==> src/rtl/pc_fetch_unit.sv <==
// Fetch stage: owns the program counter, the {N,Z,V} flag register and the
// RUN/HALTED state, and resolves B/BR/HLT to form the next PC each cycle.
module pc_fetch_unit #(
  parameter logic [15:0] RESET_PC = 16'h0000
) (
  input  logic        clk,
  input  logic        rst_n,
  output logic [15:0] imem_addr,
  input  logic [15:0] imem_data,
  output logic [15:0] instr,
  output logic [3:0]  opCode,
  output logic [15:0] pc_plus2,
  input  logic [15:0] br_target_reg,
  input  logic        alu_n,
  input  logic        alu_z,
  input  logic        alu_v,
  output logic [2:0]  flags,
  output logic        branch_taken,
  output logic        halt
);

  typedef enum logic {
    ST_RUN    = 1'b0,
    ST_HALTED = 1'b1
  } state_t;

  localparam logic [3:0] OP_ADD = 4'b0000;
  localparam logic [3:0] OP_SUB = 4'b0001;
  localparam logic [3:0] OP_XOR = 4'b0010;
  localparam logic [3:0] OP_SLL = 4'b0100;
  localparam logic [3:0] OP_SRA = 4'b0101;
  localparam logic [3:0] OP_ROR = 4'b0110;
  localparam logic [3:0] OP_B   = 4'b1100;
  localparam logic [3:0] OP_BR  = 4'b1101;
  localparam logic [3:0] OP_HLT = 4'b1111;

  state_t      r_state;
  logic [15:0] r_pc;
  logic        r_flag_n;
  logic        r_flag_z;
  logic        r_flag_v;

  logic [3:0]  w_opcode;
  logic [2:0]  w_ccc;
  logic        w_running;
  logic        w_is_branch;
  logic        w_is_hlt;
  logic        w_cond_true;
  logic        w_branch_taken;
  logic [15:0] w_pc_plus2;
  logic [15:0] w_b_offset;
  logic [15:0] w_b_target;
  logic [15:0] w_next_pc;
  logic        w_wr_nv;
  logic        w_wr_z;

  assign w_opcode    = imem_data[15:12];
  assign w_ccc       = imem_data[11:9];
  assign w_running   = (r_state == ST_RUN);
  assign w_is_branch = (w_opcode == OP_B) || (w_opcode == OP_BR);
  assign w_is_hlt    = (w_opcode == OP_HLT);

  // B offset is a signed halfword count, so sign-extend and scale by two.
  assign w_pc_plus2 = r_pc + 16'd2;
  assign w_b_offset = {{6{imem_data[8]}}, imem_data[8:0], 1'b0};
  assign w_b_target = w_pc_plus2 + w_b_offset;

  // Condition is judged on the registered flags only; the current
  // instruction's ALU flags never bypass into its own branch decision.
  always_comb begin
    unique case (w_ccc)
      3'b000:  w_cond_true = !r_flag_z;
      3'b001:  w_cond_true = r_flag_z;
      3'b010:  w_cond_true = !r_flag_z && !r_flag_n;
      3'b011:  w_cond_true = r_flag_n;
      3'b100:  w_cond_true = r_flag_z || (!r_flag_z && !r_flag_n);
      3'b101:  w_cond_true = r_flag_n || r_flag_z;
      3'b110:  w_cond_true = r_flag_v;
      default: w_cond_true = 1'b1;
    endcase
  end

  assign w_branch_taken = w_running && w_is_branch && w_cond_true;

  // NOTE: every always_comb output gets a default first so no path can
  // leave it unassigned and infer a latch.
  always_comb begin
    w_next_pc = w_pc_plus2;
    if (w_is_hlt) begin
      w_next_pc = r_pc;
    end else if (w_branch_taken) begin
      w_next_pc = (w_opcode == OP_BR) ? br_target_reg : w_b_target;
    end
  end

  always_comb begin
    w_wr_nv = 1'b0;
    w_wr_z  = 1'b0;
    unique case (w_opcode)
      OP_ADD, OP_SUB: begin
        w_wr_nv = 1'b1;
        w_wr_z  = 1'b1;
      end
      OP_XOR, OP_SLL, OP_SRA, OP_ROR: w_wr_z = 1'b1;
      default: ;
    endcase
  end

  // NOTE: sequential state uses non-blocking assignments so every register
  // samples pre-edge values regardless of statement order.
  always_ff @(posedge clk) begin
    if (!rst_n) begin
      r_state  <= ST_RUN;
      r_pc     <= RESET_PC;
      r_flag_n <= 1'b0;
      r_flag_z <= 1'b0;
      r_flag_v <= 1'b0;
    end else if (w_running) begin
      r_pc <= w_next_pc;
      if (w_wr_nv) begin
        r_flag_n <= alu_n;
        r_flag_v <= alu_v;
      end
      if (w_wr_z) begin
        r_flag_z <= alu_z;
      end
      if (w_is_hlt) begin
        r_state <= ST_HALTED;
      end
    end
  end

  assign imem_addr    = r_pc;
  assign instr        = imem_data;
  assign opCode       = w_opcode;
  assign pc_plus2     = w_pc_plus2;
  assign flags        = {r_flag_n, r_flag_z, r_flag_v};
  assign branch_taken = w_branch_taken;
  // Combinational so the HLT instruction's own cycle already reports halt.
  assign halt         = !w_running || w_is_hlt;

endmodule

==> config.mk <==
export PLATFORM = sky130hd
export DESIGN_NAME = pc_fetch_unit
export DESIGN_NICKNAME = d
export VERILOG_FILES = /design/src/rtl/pc_fetch_unit.sv
export SDC_FILE = /design/constraint.sdc
export NUM_CORES = 1
export LEC_CHECK = 0
export BUFFER_PORTS_ARGS = -buffer_cell sky130_fd_sc_hd__buf_2
export CORE_AREA = 2 2 67 101
export CTS_BUF_LIST = sky130_fd_sc_hd__clkbuf_4 sky130_fd_sc_hd__clkbuf_8
export DETAILED_ROUTE_END_ITERATION = 10
export DIE_AREA = 0 0 69 103
export PLACE_DENSITY = 0.66
export SLEW_MARGIN = 20
export SYNTH_ARGS = -nofsm -noshare
export SYNTH_HDL_FRONTEND = slang
export SYNTH_SLANG_ARGS = --single-unit
==> constraint.sdc <==
create_clock -name clk -period 5.41 [get_ports clk]
set_clock_uncertainty 0.2 [all_clocks]
set_input_delay 1.082 -clock clk [delete_from_list [all_inputs] [get_ports clk]]
set_output_delay 1.082 -clock clk [all_outputs]
set_load 0.01 [all_outputs]
==> results of run 1 <==
## state kept, by name, indices dropped and copies added (netlist names)
register   flops
imem_addr     16
r_state        1
r_flag_z       1
r_flag_n       1
r_flag_v       1
## power by group through the flow
stage | Sequential, W | Clock (W) | Combinational, W
detailed placement | 0.000173 | 0 | 0.000197
finish | 0.000170 | 0.0000970 | 0.000196
floorplan | 0.000173 | 0 | 0.000141
global placement | 0.000173 | 0 | 0.000195
CTS | 0.000170 | 0.000101 | 0.000197
global route | 0.000172 | 0.000107 | 0.000220
## logic make-up after synthesis
| logic type | Yosys count | synth area share |
|---|---|---|
| simple gates | 112 | 0.244 |
| compound gates | 104 | 0.294 |
| buf+inv | 46 | 0.110 |
| flops | 20 | 0.164 |
| fa+ha+maj | 19 | 0.101 |
| xor+xnor | 17 | 0.0611 |
| mux | 6 | 0.0252 |
## per-stage QoR
step	hold slack, ns	instances	total power [W]
2_1_floorplan	0.284	324	0.000313
5_1_grt	0.322	460	0.000499
3_3_place_gp	0.266	457	0.000368
4_1_cts	0.286	460	0.000468
6_report	0.282	460	0.000463
3_5_place_dp	0.276	457	0.000370
## cells in the mapped netlist (3+ instances only)
| cell | count | area, um2 |
|---|---|---|
| dfxtp_1 | 20 | 400 |
| ha_1 | 18 | 225 |
| a21o_1 | 6 | 45.0 |
| inv_1 | 8 | 30.0 |
| buf_2 | 5 | 25.0 |
| o21ai_0 | 14 | 70.1 |
| nand2_1 | 30 | 113 |
| nand4_1 | 6 | 37.5 |
| and3_1 | 3 | 18.8 |
| nor4_1 | 3 | 18.8 |
| mux2i_1 | 5 | 50.1 |
| nor2b_1 | 3 | 18.8 |
| a211o_1 | 3 | 26.3 |
| o21a_1 | 8 | 60.1 |
| nor2_1 | 26 | 97.6 |
| nand3_1 | 10 | 50.1 |
| o211ai_1 | 5 | 37.5 |
| nor3b_1 | 4 | 30.0 |
| o2111ai_1 | 3 | 26.3 |
| nor3_1 | 6 | 30.0 |
| clkbuf_1 | 8 | 30.0 |
| a31oi_1 | 6 | 37.5 |
| o221ai_1 | 3 | 26.3 |
| xnor2_1 | 9 | 78.8 |
| xor2_1 | 8 | 70.1 |
| a21oi_1 | 32 | 160 |
| buf_4 | 24 | 180 |
| a211oi_1 | 6 | 45.0 |
## how the worst max path moves through the flow
| stage | start | to | slack, ns | cells past startpoint |
|---|---|---|---|---|
| 2_1_floorplan | imem_data[10] | branch_taken | 2.11 | 5 |
| 4_1_cts | imem_data[10] | branch_taken | 1.47 | 6 |
| 3_5_place_dp | imem_data[10] | branch_taken | 1.47 | 6 |
| 5_1_grt | imem_data[15] | branch_taken | 1.31 | 6 |
| 3_3_place_gp | imem_data[10] | branch_taken | 1.57 | 6 |
| 6_report | imem_data[10] | branch_taken | 1.47 | 6 |
## worst max-delay path: cells and delay by family
kind	cells	cell delay (ns)
buffers and inverters	3	0.81
and+or+nand+nor	3	0.76
## cell type report
type	count	area (um2)	area share
repair buffers	94	473	0.168
multi-input cells	258	1770	0.629
well taps	76	95.1	0.0338
clock buffers	3	41.3	0.0147
flip-flops and latches	20	400	0.142
inverters	9	33.8	0.0120
## metal layers
metal  routed length [um]  share of wire  vias up  GRT usage
met5                    0              0        -          0
met4                   86          0.012        0     0.0558
met3                  271          0.039        6     0.0196
met2                 3660           0.53       66      0.345
met1                 2890           0.42     1194      0.218
li1                     -              -     1313          -
==> flow_summary.yaml, run 1 <==
die:
  core_area_um2: 6310
  die-area_um2: 7110
  die_x_um: 69
  pin_count: 94
  die_h_um: 103
  rows: 36
  start_util: 0.386
yosys:
  synth-main-ff-cell: "dfxtp_1"
  synthesis.nets: 380
  synth-async-reset-ratio: 0
  seq_area_frac_synth: 0.164
  synth.distinct_cells: 62
  avgSynthCellArea_um2: 7.52
  syn_inst: 324
  ys_ff_latch: 20
  synth-edff-count: 0
  syn_area_um2: 2440
  yosys_warnings: 0
cells_and_area:
  syn_to_final_growth_pct: 15.4
  final_util: 0.446
  final_common_cell: "buf_2"
  stdcell_area_um2: 2810
  layout-drive-gt1-share: 0.292
  fin_nets: 442
  n_fill_cell: 677
  layout_common_cells: "buf_2, a21oi_1, nand2_1, nor2_1, dfxtp_1"
  diodes: 0
sta:
  hold_viol: 0
  setup_viol: 0
  rsz0062_at_grt: "false"
  setup_ws_ns: 1.47
  fin_tns_setup_ns: 0
  slew_violations: 0
  fin_crit_sh: 0.728
  max_freq_mhz: 254
  slew_headroom: 0.482
  tightest_slew_ns: 0.777
  period_needed_ns: 3.94
placed_design:
  post-place-ws_ns: 1.47
  placed_area_um2: 2770
  routabilityCongestion: 0.910
  port-buffer-count: 93
  hpwlAfterDp_um: 5530
global_routing:
  gr-usage-all-layers: 0.183
  grt_max_degree: 28
  grt_pass1_wl_um: 10800
  grt_antenna_before_repair: 0
  grt_overflow: 0
  first_global_vias: 2325
worst_hold_path:
  holdCritStartpoint: "imem_addr[0]"
  hold_path_depth: 2
  hold_class: "reg -> reg"
  holdPathEnd: "imem_addr[0]"
route:
  ant_nets: 0
  drtIter0Drc: 88
  wire_per_inst_um: 15.0
  num_vias: 2579
  via_per_inst: 5.61
  drt-pass1-iter-count: 4
  drc: 0
  wl_um: 6910
power_and_ir_drop:
  power_density_nw_per_um2: 165
  power_leakage_nw: 1.37
  intPower_w: 0.000292
  ir_drop_mv: 0.0684
  combinationalPowerShare: 0.424
  power_switching_w: 0.000171
  pwr-share-clk: 0.209
  p_seq_frac: 0.367
  swShare: 0.370
worst_setup_path:
  crit_required_ns: 4.13
  worstPathArrival_ns: 2.65
  crit_path_frequent_cell: "buf_2"
  r2r_cells: 11
  critPathKind: "in -> out"
  cp_cell_sequence: "buf_2 > nor4bb_1 > nor4_1 > nand3_2 > inv_2 > buf_2"
  r2r-start: "imem_addr[1]"
  cp_slowest_cell: "inv_2"
  r2r_slack_ns: 1.98
  crit_fanout: 27
  rr_endpoint: "imem_addr[15]"
  startpoint_type: "input port"
  end_kind: "output port"
  slowest_delay_ns: 0.46
job:
  max-cap-violations: 0
clock_tree:
  postCtsHoldBufs: 0
  cts_setup_buffers: 0
  cts_root_buf: "clkbuf_8"
  ctsHtreeMaxLevel: 1
  cts_sinks: 20
  ctsLongestPathBuffers: 2
  cts_resized: 0
  path_clk_slew_ns: 0.07
  cts_made_buffers: 3
  clk-insertion-delay-late_ns: 0.25
  cts_tree: "yes"
run_status:
  run_status: "finished clean"
Note: power is estimated with default switching activity, not from simulation.
==> run 2, diff against run 1 <==
--- a/config.mk
+++ b/config.mk
@@ -10,7 +10,7 @@
 export CTS_BUF_LIST = sky130_fd_sc_hd__clkbuf_4 sky130_fd_sc_hd__clkbuf_8
 export DETAILED_ROUTE_END_ITERATION = 10
 export DIE_AREA = 0 0 69 103
-export PLACE_DENSITY = 0.66
+export PLACE_DENSITY = 0.69
 export SLEW_MARGIN = 20
 export SYNTH_ARGS = -nofsm -noshare
 export SYNTH_HDL_FRONTEND = slang
==> constraint.sdc (replaced) <==
create_clock -name clk -period 3.5 [get_ports clk]
set_clock_uncertainty 0.2 [all_clocks]
set_input_delay 0.7 -clock clk [delete_from_list [all_inputs] [get_ports clk]]
set_output_delay 0.7 -clock clk [all_outputs]
set_load 0.01 [all_outputs]
==> run 2 against run 1 <==
Compared with the run above:
- sequential power rose by 55%
- worst setup slack worse by 1.3 ns
- global-route usage increased by 1.2 points
- non-clock buffer count rose by 5
- sequential share of layout area is 0.25 points lower
- flip-flop and latch count is the same
- count of clock-buffer cells in the layout did not move
- final area grew 1.8%
- critical endpoint is now imem_addr[15]
==> flow_summary.yaml, run 2 (same netlist as run 1, synthesis figures left out) <==
worst_setup_path:
  crit_required_ns: 3.47
  rr_endpoint: "imem_addr[15]"
  end_kind: "register"
  cp_slowest_cell: "dfxtp_1"
  startpoint_type: "register"
  worst-path-buf-inv: 0
  r2r_slack_ns: 0.22
  crit_fanout: 8
  r2r-start: "imem_addr[3]"
  cp_cell_sequence: "and3_1 > and3_1 > and3_1 > xor2_1 > ha_1 > nand2_1 > a21oi_1 > o31ai_4 > a31o_2 > or4_1 > o311ai_1"
  r2r_cells: 11
  slowest_delay_ns: 0.50
  worstPathArrival_ns: 3.26
  cpLargestDelayFamily: "simple AND/OR/NAND/NOR gates"
  critPathKind: "reg -> reg"
  crit_path_frequent_cell: "and3_1"
die:
  die_h_um: 103
  die_x_um: 69
  pin_count: 94
  start_util: 0.386
  rows: 36
  core_area_um2: 6310
  die-area_um2: 7110
global_routing:
  grt_overflow: 0
  gr-usage-all-layers: 0.195
  grt_pass1_wl_um: 11500
  grt_antenna_before_repair: 0
  grt_max_degree: 25
  first_global_vias: 2461
route:
  drtIter0Drc: 120
  via_per_inst: 5.68
  wl_um: 7310
  drt-pass1-iter-count: 4
  ant_nets: 0
  wire_per_inst_um: 15.7
  num_vias: 2640
  drc: 0
power_and_ir_drop:
  combinationalPowerShare: 0.425
  swShare: 0.381
  power_density_nw_per_um2: 257
  pwr-share-clk: 0.218
  ir_drop_mv: 0.130
  power_switching_w: 0.000281
  p_seq_frac: 0.357
  power_leakage_nw: 1.40
  intPower_w: 0.000455
run_status:
  run_status: "finished clean"
sta:
  hold_viol: 0
  period_needed_ns: 3.28
  tightest_slew_ns: 0.705
  fin_tns_setup_ns: 0
  hold_ws_ns: 0.272
  rsz0062_at_grt: "false"
  fin_crit_sh: 0.938
  setup_viol: 0
  slew_headroom: 0.527
  max_freq_mhz: 305
  slew_violations: 0
placed_design:
  routabilityCongestion: 0.888
  hpwlAfterDp_um: 5760
  dpl.cell_count: 462
  port-buffer-count: 93
worst_hold_path:
  hold_path_depth: 2
  holdCritStartpoint: "imem_addr[0]"
  hold_class: "reg -> reg"
  holdPathEnd: "imem_addr[0]"
cells_and_area:
  stdcell_count: 465
  final_util: 0.454
  layout_common_cells: "buf_2, a21oi_1, nand2_1, nor2_1, dfxtp_1"
  syn_to_final_growth_pct: 17.4
  fin_nets: 447
  layout-drive-gt1-share: 0.306
  largest_reg_flops: 16
  diodes: 0
  final_common_cell: "buf_2"
clock_tree:
  clk-insertion-delay-late_ns: 0.26
  cts_tree: "yes"
  ctsHtreeMaxLevel: 1
  cts_sinks: 20
  cts_setup_buffers: 0
  cts_resized: 0
  ctsLongestPathBuffers: 2
  cts_root_buf: "clkbuf_8"
  postCtsHoldBufs: 0
  cts_made_buffers: 3
  path_clk_slew_ns: 0.08
job:
  max-cap-violations: 0
## run 2: final cells by class
type	count	area, um2
clock buffers	3	41.3
fillers	661	3450
multi-input cells	258	1780
flip-flops and latches	20	400
well taps	76	95.1
repair buffers	99	510
inverters	9	33.8
## run 2: worst min-delay path, delay by kind of cell, from the launching register on
family           cells  cell delay [ns]
AO/OA/AOI/OAI        1             0.05
AND/OR/NAND/NOR      1             0.05
flip-flops           1             0.32
## run 2: power by group through the flow
stage / registers (W) / clock network [W] / logic, W
2_1_floorplan: 0.000267 / 0 / 0.000218
3_3_place_gp: 0.000267 / 0 / 0.000306
3_5_place_dp: 0.000268 / 0 / 0.000312
4_1_cts: 0.000262 / 0.000164 / 0.000313
5_1_grt: 0.000265 / 0.000171 / 0.000350
6_report: 0.000263 / 0.000160 / 0.000313
## run 2: metrics by stage
step	total power (W)	area [um2]	setup slack, ns
after floorplan	0.000484	2440	0.367
final	0.000736	2860	0.216
after CTS	0.000739	2850	0.187
after global routing	0.000786	2860	0.0105
after detailed placement	0.000579	2810	0.202
after global placement	0.000573	2810	0.270
## run 2: worst max-delay path by stage
stage                       from       endpoint  depth (start not counted)  slack, ns
floorplan           imem_addr[1]  imem_addr[15]                         11       0.37
global placement    imem_addr[3]  imem_addr[15]                         11       0.27
detailed placement  imem_addr[1]  imem_addr[15]                         11       0.20
CTS                 imem_addr[1]  imem_addr[15]                         11       0.19
global route        imem_addr[1]  imem_addr[15]                         11       0.01
finish              imem_addr[3]  imem_addr[15]                         11       0.22
## run 2: metal layers
| layer | track usage | wire length (um) | up-vias |
|---|---|---|---|
| met3 | 0.0205 | 365 | 12 |
| li1 | - | - | 1313 |
| met5 | 0 | 0 | - |
| met1 | 0.217 | 2900 | 1226 |
| met2 | 0.376 | 3880 | 89 |
| met4 | 0.0784 | 157 | 0 |
